==> config.mk <==
export PLATFORM = sky130hd
export DESIGN_NAME = mem_stage
export DESIGN_NICKNAME = d
export VERILOG_FILES = /design/src/rtl/mem_stage.sv
export SDC_FILE = /design/constraint.sdc
export NUM_CORES = 1
export LEC_CHECK = 0
export ABC_AREA = 1
export ABC_CLOCK_PERIOD_IN_PS = 1550
export BUFFER_PORTS_ARGS = -buffer_cell sky130_fd_sc_hd__buf_4
export CAP_MARGIN = 20
export CORE_ASPECT_RATIO = 1.4
export CORE_MARGIN = 10
export CORE_UTILIZATION = 30
export DETAILED_ROUTE_END_ITERATION = 10
export MAX_ROUTING_LAYER = met4
export SYNTH_ARGS = -nofsm -noshare
export SYNTH_HDL_FRONTEND = slang
export SYNTH_SLANG_ARGS = --single-unit
==> constraint.sdc <==
create_clock -name clk -period 1.55 [get_ports clk]
set_input_delay 0.155 -clock clk [delete_from_list [all_inputs] [get_ports clk]]
set_output_delay 0.155 -clock clk [all_outputs]
set_load 0.05 [all_outputs]
==> src/rtl/mem_stage.sv <==
// mem_stage: memory-access pipeline stage between execute and write-back.
// Latches the EXE->MEM bus, completes loads, picks the register write data.
//
// Ports:
//   clk               rising-edge clock
//   reset             asynchronous active-low reset
//   EXE_to_MEM_bus    73b {sel_rf_w_data, sel_rf_w_en, sel_MEM_gene,
//                          PC_plus_4, alu_res, RegFile_target_w_addr}
//   EXE_to_MEM_valid  upstream instruction valid
//   MEM_allow_in      stage can accept this cycle
//   data_ram_r_data   data RAM read data (address issued from EXE)
//   WB_allow_in       write-back can accept
//   MEM_to_WB_valid   completed instruction offered to WB
//   MEM_to_WB_bus     70b {sel_rf_w_en, PC_plus_4, RegFile_w_data, w_addr}
//   MEM_to_ST_bus     7b  {MEM_valid, load_pending, w_addr}
//   MEM_to_BY_bus     39b {sel_rf_w_en, by_valid, w_addr, RegFile_w_data}
module mem_stage #(
    parameter int LOAD_LAT = 1,
    parameter int CNT_W    = 3
) (
    input  logic        clk,
    input  logic        reset,
    input  logic [72:0] EXE_to_MEM_bus,
    input  logic        EXE_to_MEM_valid,
    output logic        MEM_allow_in,
    input  logic [31:0] data_ram_r_data,
    input  logic        WB_allow_in,
    output logic        MEM_to_WB_valid,
    output logic [69:0] MEM_to_WB_bus,
    output logic [6:0]  MEM_to_ST_bus,
    output logic [38:0] MEM_to_BY_bus
);

    typedef struct packed {
        logic [1:0]  sel_rf_w_data;
        logic        sel_rf_w_en;
        logic        sel_mem_gene;
        logic [31:0] pc_plus_4;
        logic [31:0] alu_res;
        logic [4:0]  w_addr;
    } exe_mem_t;

    localparam logic [CNT_W-1:0] LAT = CNT_W'(LOAD_LAT);
    localparam logic [CNT_W-1:0] ONE = CNT_W'(1);

    exe_mem_t         in_q;
    logic             mem_valid;
    logic [CNT_W-1:0] cnt;
    logic             ld_captured;
    logic [31:0]      ld_buf;

    logic             is_load;
    logic             cnt_done;
    logic             ready_go;
    logic             accept;
    logic             capture;
    logic             load_pending;
    logic             by_valid;
    logic [31:0]      load_data;
    logic [31:0]      link_addr;
    logic [31:0]      rf_w_data;

    assign is_load  = in_q.sel_mem_gene;
    assign cnt_done = (cnt == LAT);

    // ld_captured keeps a finished load ready even though cnt
    // alone would also hold it ready while saturated.
    assign ready_go = ~is_load | ld_captured | cnt_done;

    assign MEM_allow_in    = ~mem_valid | (ready_go & WB_allow_in);
    assign MEM_to_WB_valid = mem_valid & ready_go;
    assign accept          = MEM_allow_in & EXE_to_MEM_valid;

    // The first cycle the RAM data is valid is the only one we sample;
    // afterwards the buffer shields WB from a changing RAM output.
    assign capture = ~accept & cnt_done & ~ld_captured;

    assign load_pending = mem_valid & is_load & ~ready_go;
    assign by_valid     = mem_valid & ready_go;

    always_ff @(posedge clk or negedge reset) begin
        if (!reset) begin
            mem_valid <= 1'b0;
        end else if (MEM_allow_in) begin
            mem_valid <= EXE_to_MEM_valid;
        end
    end

    always_ff @(posedge clk or negedge reset) begin
        if (!reset) begin
            in_q <= '0;
        end else if (accept) begin
            in_q <= EXE_to_MEM_bus;
        end
    end

    always_ff @(posedge clk or negedge reset) begin
        if (!reset) begin
            cnt <= '0;
        end else if (accept) begin
            cnt <= ONE;
        end else if (mem_valid && is_load && (cnt < LAT)) begin
            cnt <= cnt + ONE;
        end
    end

    always_ff @(posedge clk or negedge reset) begin
        if (!reset) begin
            ld_captured <= 1'b0;
            ld_buf      <= '0;
        end else if (accept) begin
            ld_captured <= 1'b0;
        end else if (capture) begin
            ld_captured <= 1'b1;
            ld_buf      <= data_ram_r_data;
        end
    end

    assign load_data = ld_captured ? ld_buf : data_ram_r_data;
    assign link_addr = in_q.pc_plus_4 + 32'd4;

    always_comb begin
        rf_w_data = '0;
        unique case (in_q.sel_rf_w_data)
            2'b00: rf_w_data = in_q.alu_res;
            2'b01: rf_w_data = link_addr;
            2'b10: rf_w_data = load_data;
            2'b11: rf_w_data = '0;
        endcase
    end

    assign MEM_to_WB_bus = {
        in_q.sel_rf_w_en,
        in_q.pc_plus_4,
        rf_w_data,
        in_q.w_addr
    };

    assign MEM_to_ST_bus = {
        mem_valid,
        load_pending,
        in_q.w_addr
    };

    assign MEM_to_BY_bus = {
        in_q.sel_rf_w_en,
        by_valid,
        in_q.w_addr,
        rf_w_data
    };

endmodule

==> impl_metrics.env, run 1 <==
export IMPL_vias=7345
export IMPL_worst_slew_pin_slew_ps=553
export IMPL_placed_cell_area_mm2=0.00919
export IMPL_yosys_top_cells_count="371 x nand2_1, 110 x dfrtp_1, 104 x nor2_1, 87 x buf_4, 83 x nand3_1"
export IMPL_synth_warnings=0
export IMPL_worst_r2r_path_depth=11
export IMPL_cp_data_arrival_time_ps=1960
export IMPL_finClkSkew_ps=12.6
export IMPL_synth_mux_area_frac=0
export IMPL_gr_total_overflow=0
export IMPL_cp_max_fo=6
export IMPL_p_sw_mw=6.07
export IMPL_p_int_mw=7.54
export IMPL_synthCells=929
export IMPL_gp_congestion=0.876
export IMPL_cts_buffer_depth=2
export IMPL_drc_errors=0
export IMPL_power_frac_seq=0.271
export IMPL_syn_num_nets=1041
export IMPL_power_leakage_nw=6.11
export IMPL_yosysMostFrequentCell="nand2_1"
export IMPL_rsz0062_at_grt="true"
export IMPL_swShare=0.446
export IMPL_drtAntennaViolNets=0
export IMPL_status="finished, violations left"
export IMPL_dr_first_iter_drc_count=436
export IMPL_cp_end_kind="output pin"
export IMPL_drt_total_wl_mm=28.8
export IMPL_viasPerCell=4.73
export IMPL_cp_data_required_time_ps=1390
export IMPL_synth_top_area_share=0.419
export IMPL_power_density_mw_per_mm2=1090
export IMPL_rows=64
export IMPL_yosys_area_share_adder=0.00571
export IMPL_ir_worst_vdd_v=0.000560
export IMPL_reg2reg_to="ld_buf[7]"
export IMPL_insertion_delay_ps=370
export IMPL_root_buffer="clkbuf_16"
export IMPL_syn_area_mm2=0.00657
export IMPL_cts_tree="built"
export IMPL_timing_rr_start="cnt[0]"
export IMPL_min_from="EXE_to_MEM_bus[46]"
export IMPL_wl_per_cell_um=18.5
export IMPL_synth_seq_area_share=0.419
export IMPL_fp_dieArea_mm2=0.0283
export IMPL_slew_viol_final=0
export IMPL_finalNonFillerCells=1553
export IMPL_max_clock_freq_ghz=0.473
export IMPL_area_growth_pct=89.7
export IMPL_pwr_share_comb=0.545
export IMPL_synth_top_family_by_area="simple AND/OR/NAND/NOR gates"
export IMPL_synth_area_per_cell_um2=7.07
export IMPL_clkPwrFrac=0.184
export IMPL_grt_pass1_vias=7335
export IMPL_numCtsBuffers=9
export IMPL_cts_sinks=110
export IMPL_grt_pass1_wl_mm=40.6
export IMPL_ios=227
export IMPL_synth_cell_types=32
export IMPL_hold_class="in2reg"
export IMPL_worstHoldPathCells=3
export IMPL_htreeDepth=3
export IMPL_fin_util=0.574
export IMPL_slew_headroom=0.628
export IMPL_yosys_area_share_simple=0.350
export IMPL_crit_path_start_kind="flop"
export IMPL_synth_top_flop_cell="dfrtp_1"
export IMPL_die_width_um=145
export IMPL_criticalPathCategory="reg2out"
export IMPL_place_inst=1429
export IMPL_min_delay_worst_endpoint="MEM_to_WB_bus[46]"
export IMPL_track_usage=0.182
export IMPL_grt_antenna_before_repair=3
export IMPL_final_hold_viol_count=0
export IMPL_core_area_mm2=0.0217
export IMPL_grt_max_degree=42
export IMPL_setup_worst_path_start="MEM_to_WB_bus[39]"
export IMPL_yosys_area_top_type="dfrtp_1"
export IMPL_first_pass_iters=5
export IMPL_async_flop_share=1.00
export IMPL_hpwl_mm=18.7
export IMPL_rrSetupSlack_ps=-140
export IMPL_synth_xor_area_frac=0.00267
export IMPL_cts_clk_slew_worst_paths_ps=80
export IMPL_design_area_mm2=0.0125
export IMPL_layout_drive_gt1_share=0.551
export IMPL_cap_viol_max_count=0
export IMPL_synth_area_leaders="dfrtp_1 42%, nand2_1 21%, buf_4 9.9%"
export IMPL_die_height_um=195
export IMPL_synth_compound_area_frac=0.0676
export IMPL_start_util=0.303
export IMPL_nNetsFinal=1360
export IMPL_synth_edf_count=0
export IMPL_fin_crit_ps=2110
export IMPL_ys_ff_latch=110
export IMPL_finalSetupViolations=161
export IMPL_post_route_period_util=1.36
export IMPL_fin_ws_ps=-563
export IMPL_violations="setup timing"
export IMPL_io_buffers=226
[repair_timing]
| action | in CTS | in global routing |
|---|---|---|
| pin swaps | 27 | 62 |
| setup buffers | 12 | 14 |
| hold buffers | 54 | 4 |
| gates cloned | 3 | 21 |
| endpoints found under the hold margin | 72 | 4 |
| gates resized for setup | 162 | 317 |
| setup endpoints to repair | 75 | 157 |
[critical path: stages, from the launching register on]
cell     delay [ps]
dfrtp_1         410
buf_6           130
inv_4            30
nor2_4          130
nand2_2         100
nor2_4          230
nand2_1          90
nand2_1         110
nand3_4         110
nand3_4          90
buf_8           150
[how the worst max path moves through the flow]
stage | to | slack, ps | depth (start not counted)
after global placement | MEM_to_BY_bus[22] | -250 | 10
after floorplan | MEM_to_WB_bus[15] | -780 | 7
after global routing | MEM_to_WB_bus[29] | -640 | 10
after CTS | MEM_to_BY_bus[11] | -590 | 8
final | MEM_to_BY_bus[31] | -560 | 10
after detailed placement | MEM_to_WB_bus[27] | -290 | 9
[cells in the final DEF, fill, tap and decap left out, types with 2 or more instances in the layout]
master,netlist,routed
inv_8,0,2
clkbuf_16,0,23
nand3_4,0,29
nor2_2,5,11
inv_6,0,3
inv_2,1,4
nor2_4,0,19
o21ai_0,51,22
nand2_2,1,102
nand2_8,0,3
buf_12,0,22
or2_4,0,2
dlygate4sd3_1,0,58
inv_4,1,2
buf_8,0,47
xor2_1,2,2
dfrtp_2,0,9
o21ai_2,6,16
buf_4,87,261
ha_4,0,2
o21ai_1,1,19
a21oi_2,1,3
buf_16,0,3
diode_2,0,3
nand3_2,1,24
o211ai_1,9,9
dfrtp_1,110,101
nand2_1,371,203
o221ai_4,0,3
inv_1,39,34
nor2_1,104,79
buf_6,7,25
nand3_1,83,31
nand2_4,2,66
[area by class of cell]
type                    count  area, um2
clock inverters             7       80.1
repair inverters            2       27.5
fillers                  1823       9240
well taps                 297        372
multi-input cells         653       4390
clock buffers               9        225
flip-flops and latches    110       2760
diodes                      3       7.51
inverters                  42        194
repair buffers            430       4400
[state kept, by name, summed over array words and instances (netlist names)]
signal,count
in_q,34
is_load,1
MEM_to_BY_bus,6
MEM_to_WB_bus,32
mem_valid,1
ld_buf,32
cnt,3
ld_captured,1
[metal layers]
metal | vias up | track usage | share of wire
li1 | 3494 | - | -
met5 | - | - | 0
met4 | 0 | 0.0724 | 0.038
met1 | 3509 | 0.209 | 0.38
met2 | 270 | 0.312 | 0.53
met3 | 72 | 0.0303 | 0.048
[power by group through the flow]
stage          clock network [mW]  registers, mW  logic, mW
2_1_floorplan                   0           3.59       4.31
4_1_cts                      2.56           3.60       6.56
3_3_place_gp                    0           3.63       5.73
3_5_place_dp                    0           3.64       5.75
6_report                     2.51           3.68       7.42
5_1_grt                      2.67           3.74       7.76
[cell families (layout without fill, tap and decap cells)]
logic type | Yosys count | count (layout)
flip-flops | 110 | 110
adder cells (fa/ha/maj) | 3 | 3
buffers and inverters | 166 | 490
AO/OA/AOI/OAI | 76 | 76
AND/OR/NAND/NOR | 572 | 572
XOR/XNOR | 2 | 2
other | 0 | 3
[through the flow]
step	total power [mW]	hold WS, ps	setup WS, ps	setup TNS (ps)
global placement	9.36	79.0	-255	-9400
floorplan	7.90	-141	-781	-11260
finish	13.6	0.223	-563	-36730
detailed placement	9.39	79.9	-290	-10570
CTS	12.7	0.931	-585	-32740
global route	14.2	7.19	-643	-48860
No activity file was read; power rests on OpenSTA's default activity.
==> run 2, diff against run 1 <==
ABC_CLOCK_PERIOD_IN_PS = 2400   (was 1550)
clock period = 2.4 ns   (was 1.55 ns; I/O delays follow)
==> impl_metrics.env, run 2 (synthesis results as in run 1) <==
export IMPL_status="finished, final reports clean"
export IMPL_fin_util=0.398
export IMPL_cts_clk_slew_worst_paths_ps=90
export IMPL_viasPerCell=4.56
export IMPL_fin_hold_ws_ps=56.9
export IMPL_criticalPathCategory="reg2out"
export IMPL_drt_total_wl_mm=24.0
export IMPL_power_leakage_nw=4.45
export IMPL_largest_reg_flops=34
export IMPL_start_util=0.303
export IMPL_grt_pass1_wl_mm=36.1
export IMPL_timing_rr_start="cnt[0]"
export IMPL_root_buffer="clkbuf_16"
export IMPL_vias=6263
export IMPL_top_register="in_q"
export IMPL_finClkSkew_ps=11.4
export IMPL_gp_congestion=0.903
export IMPL_min_from="EXE_to_MEM_bus[38]"
export IMPL_cts_tree="built"
export IMPL_setup_worst_path_start="MEM_to_WB_bus[40]"
export IMPL_cp_max_fo=6
export IMPL_crit_path_start_kind="flop"
export IMPL_first_pass_iters=5
export IMPL_max_stage_delay_ps=410
export IMPL_fin_crit_ps=2330
export IMPL_die_height_um=195
export IMPL_cp_data_arrival_time_ps=2090
export IMPL_cts_sinks=110
export IMPL_rsz0062_at_grt="true"
export IMPL_slew_viol_final=0
export IMPL_slew_headroom=0.508
export IMPL_max_clock_freq_ghz=0.429
export IMPL_power_density_mw_per_mm2=842
export IMPL_ios=227
export IMPL_hold_class="in2reg"
export IMPL_wl_per_cell_um=17.5
export IMPL_finalSetupViolations=0
export IMPL_track_usage=0.166
export IMPL_dr_first_iter_drc_count=425
export IMPL_cp_end_kind="output pin"
export IMPL_cap_viol_max_count=0
export IMPL_cp_data_required_time_ps=2160
export IMPL_die_width_um=145
export IMPL_drc_errors=0
export IMPL_grt_antenna_before_repair=1
export IMPL_grt_pass1_vias=6357
export IMPL_mostFrequentLayoutCell="nand2_1"
export IMPL_critical_path_top_delay_family="simple AND/OR/NAND/NOR gates"
export IMPL_ir_worst_vdd_v=0.000380
export IMPL_insertion_delay_ps=370
export IMPL_htreeDepth=3
export IMPL_post_route_period_util=0.971
export IMPL_critPathBufInv=2
export IMPL_crit_slowest_cell="dfrtp_1"
export IMPL_numCtsBuffers=9
export IMPL_hpwl_mm=18.1
export IMPL_worst_slew_pin_slew_ps=738
export IMPL_final_cell_mix="365 x nand2_1, 227 x buf_4, 104 x dfrtp_1, 93 x nor2_1, 70 x nand3_1"
export IMPL_fp_dieArea_mm2=0.0283
export IMPL_rows=64
export IMPL_rrSetupSlack_ps=450
export IMPL_crit_top_cell="nand2_1"
export IMPL_final_hold_viol_count=0
export IMPL_worstPathCellList="buf_4 > nand2_1 > nor2_4 > nand2_4 > nor2_4 > nand2_1 > nand2_1 > nand3_1 > nand3_1 > buf_4"
export IMPL_grt_max_degree=64
export IMPL_cts_buffer_depth=2
export IMPL_io_buffers=226
export IMPL_nFillCells=2307
export IMPL_drtAntennaViolNets=0
export IMPL_gr_total_overflow=0
export IMPL_area_growth_pct=31.4
export IMPL_layout_drive_gt1_share=0.304
export IMPL_nNetsFinal=1182
export IMPL_core_area_mm2=0.0217
==> run 2: cell types whose count changed in the layout (fill, tap and decap cells not counted), sizes merged <==
cell         previous run  this run
clkinvlp                1         4
dlygate4sd3            58         1
clkbuf                 23        10
buf                   358       252
inv                    46        44
clkinv                  3         1
bufinv                  1         0
diode                   3         1
==> run 2: final cells by class <==
type | instances | area [um2] | share of cell area
clock inverter | 6 | 58.8 | 0.00681
tap | 297 | 372 | 0.0430
timing repair inverter | 1 | 7.51 | 0.000869
timing repair buffer | 253 | 2060 | 0.239
sequential | 110 | 2760 | 0.320
antenna | 1 | 2.50 | 0.000290
inverter | 42 | 169 | 0.0196
clock buffer | 10 | 229 | 0.0265
multi-input combinational | 653 | 2980 | 0.345
==> run 2: path summary, 6_finish.rpt <==
path | cells past startpoint | end
hold reg to reg | 2 | ld_buf[16]
setup / recovery | 10 | MEM_to_WB_bus[30]
max in group asynchronous | 3 | in_q[22]
hold / removal | 3 | MEM_to_WB_bus[38]
setup reg to reg | 10 | in_q[19]
min in group asynchronous | 2 | MEM_to_BY_bus[32]
==> run 2: worst min-delay path, cell delays in order <==
cell     delay, ps
buf_4           70
nand2_1         40
nand2_1         40
==> run 2: what timing repair did <==
| item | CTS | global route |
|---|---|---|
| endpoints found under the setup margin | 38 | 48 |
| setup buffers | 0 | 11 |
| gates cloned | 0 | 1 |
| hold buffers | 1 | 0 |
| hold endpoints to repair | 51 | 0 |
| gates resized for setup | 20 | 57 |
| pin swaps | 1 | 10 |
==> run 2: per-stage QoR <==
stage	power, mW	worst slack [ps]	setup TNS [ps]	instance area, um2	std cells
2_1_floorplan	4.81	-16.1	-16.1	6580	929
3_3_place_gp	5.59	272	0	7950	1343
3_5_place_dp	5.61	282	0	7950	1343
4_1_cts	7.18	-18.3	-36.3	8310	1360
5_1_grt	7.62	-73.1	-819	8640	1373
6_report	7.27	70.1	0	8640	1373
==> run 2: layer usage <==
layer / global-route usage / up-vias / part of all wire
li1: - / 3124 / -
met1: 0.182 / 2925 / 0.40
met2: 0.285 / 178 / 0.52
met3: 0.0338 / 36 / 0.050
met4: 0.0717 / 0 / 0.030
met5: - / - / 0
==> run 2: power breakdown <==
part           total, mW  internal, mW  switching, mW
clock network       1.53         0.737          0.795
registers           2.36          2.13          0.233
logic               3.38          1.02           2.36
total               7.27          3.89           3.38
==> run 3, diff against run 2 <==
CORE_ASPECT_RATIO = unset   (was 1.4)
==> impl_metrics.env, run 3 (synthesis results as in run 1) <==
export IMPL_drt_total_wl_mm=23.8
export IMPL_drc_errors=0
export IMPL_final_cell_mix="367 x nand2_1, 228 x buf_4, 97 x dfrtp_1, 91 x nor2_1, 71 x nand3_1"
export IMPL_cts_tree="built"
export IMPL_finClkSkew_ps=9.76
export IMPL_pwr_share_comb=0.462
export IMPL_crit_path_start_kind="flop"
export IMPL_cts_clk_slew_worst_paths_ps=80
export IMPL_core_area_mm2=0.0217
export IMPL_start_util=0.303
export IMPL_io_buffers=226
export IMPL_power_density_mw_per_mm2=838
export IMPL_vias=6260
export IMPL_dp_slack_ps=325
export IMPL_clkPwrFrac=0.208
export IMPL_final_hold_viol_count=0
export IMPL_rsz0062_at_grt="true"
export IMPL_ios=227
export IMPL_max_clock_freq_ghz=0.439
export IMPL_power_frac_seq=0.330
export IMPL_finalNonFillerCells=1353
export IMPL_p_sw_mw=3.34
export IMPL_slew_viol_final=0
export IMPL_grt_pass1_wl_mm=36.6
export IMPL_cp_data_arrival_time_ps=2040
export IMPL_rows=54
export IMPL_wl_per_cell_um=17.6
export IMPL_cp_data_required_time_ps=2160
export IMPL_fin_ws_ps=123
export IMPL_mostFrequentLayoutCell="nand2_1"
export IMPL_die_height_um=168
export IMPL_die_width_um=168
export IMPL_hold_class="in2reg"
export IMPL_htreeDepth=3
export IMPL_cp_end_kind="output pin"
export IMPL_grt_max_degree=67
export IMPL_first_pass_iters=5
export IMPL_swShare=0.465
export IMPL_ir_worst_vdd_v=0.000402
export IMPL_insertion_delay_ps=360
export IMPL_rrSetupSlack_ps=350
export IMPL_design_area_mm2=0.00856
export IMPL_gr_total_overflow=0
export IMPL_post_route_period_util=0.949
export IMPL_power_leakage_nw=4.40
export IMPL_cts_buffer_depth=2
export IMPL_placed_cell_area_mm2=0.00799
export IMPL_cts_sinks=110
export IMPL_fp_dieArea_mm2=0.0282
export IMPL_layout_drive_gt1_share=0.310
export IMPL_nNetsFinal=1179
export IMPL_slew_headroom=0.568
export IMPL_status="finished, final reports clean"
export IMPL_min_from="EXE_to_MEM_bus[32]"
export IMPL_numCtsBuffers=9
export IMPL_setup_worst_path_start="MEM_to_WB_bus[39]"
export IMPL_root_buffer="clkbuf_16"
export IMPL_dr_first_iter_drc_count=454
export IMPL_drtAntennaViolNets=0
export IMPL_finalSetupViolations=0
export IMPL_fin_hold_ws_ps=64.7
export IMPL_top_register="in_q"
export IMPL_fin_crit_ps=2280
export IMPL_track_usage=0.167
export IMPL_grt_pass1_vias=6260
export IMPL_area_growth_pct=30.2
export IMPL_gp_congestion=0.881
export IMPL_nFillCells=2320
export IMPL_hpwl_mm=17.5
export IMPL_viasPerCell=4.63
export IMPL_worst_slew_pin_slew_ps=648
export IMPL_timing_rr_start="cnt[0]"
export IMPL_p_int_mw=3.84
export IMPL_cap_viol_max_count=0
export IMPL_criticalPathCategory="reg2out"
export IMPL_grt_antenna_before_repair=1
export IMPL_place_inst=1329
export IMPL_cp_max_fo=4
export IMPL_largest_reg_flops=34
## run 3: changes by cell type in the layout (fill, tap and decap cells not counted), moves of 2 or more
| cell | previous run | this run |
|---|---|---|
| dfrtp_1 | 104 | 97 |
| dfrtp_2 | 6 | 13 |
| buf_8 | 8 | 4 |
| clkinv_4 | 0 | 3 |
| nor2_2 | 6 | 9 |
| inv_8 | 3 | 1 |
| nand2_1 | 365 | 367 |
| nor2_1 | 93 | 91 |
## run 3: critical path: stages (launching register included)
cell and delay (ps):
dfrtp_1 400, ha_2 220, nand2_2 70, nor2_4 150, nand2_4 100, xor2_1 170, o211ai_1 300, buf_4 260
## run 3: worst paths after layout
kind / to / depth (start not counted)
setup / recovery: MEM_to_BY_bus[10] / 7
hold / removal: in_q[32] / 3
setup reg to reg: ld_buf[25] / 9
hold reg to reg: ld_buf[19] / 2
max in group asynchronous: in_q[71] / 3
min in group asynchronous: MEM_to_WB_bus[37] / 2
## run 3: per-layer routing
layer  routed length (um)  vias up  track usage
li1                     -     3123            -
met1                10900     2944        0.217
met2                11200      177        0.261
met3                 1340       16       0.0403
met4                  306        0       0.0363
met5                    0        -            -
## run 3: power by group through the flow
stage                     clock, mW  sequential [mW]  combinational (mW)
after floorplan                   0             2.31                2.49
after global placement            0             2.39                3.22
after detailed placement          0             2.39                3.23
after CTS                      1.56             2.36                3.26
after global routing           1.61             2.41                3.52
final                          1.49             2.37                3.31
## run 3: per-stage QoR
stage	setup TNS, ps	util	power [mW]
5_1_grt	-256	0.394	7.54
6_report	0	0.394	7.17
4_1_cts	-269	0.384	7.18
3_5_place_dp	0	0.368	5.63
3_3_place_gp	0	0.368	5.61
2_1_floorplan	-16.1	-	4.81
## run 3: cell type report
class / count / area [um2] / area share
antenna: 1 / 2.50 / 0.000292
clock buffer: 9 / 225 / 0.0263
clock inverter: 7 / 58.8 / 0.00687
inverter: 42 / 168 / 0.0196
multi-input combinational: 653 / 2960 / 0.346
sequential: 110 / 2770 / 0.324
tap: 280 / 350 / 0.0409
timing repair buffer: 250 / 2020 / 0.236
timing repair inverter: 1 / 7.51 / 0.000877
## run 3: repair_timing
action	CTS	global route
pin swaps	0	7
gates cloned	1	0
buffers inserted	1	4
gates resized for setup	16	55
setup endpoints to repair	34	50
endpoints found under the hold margin	41	0
hold buffers	1	0
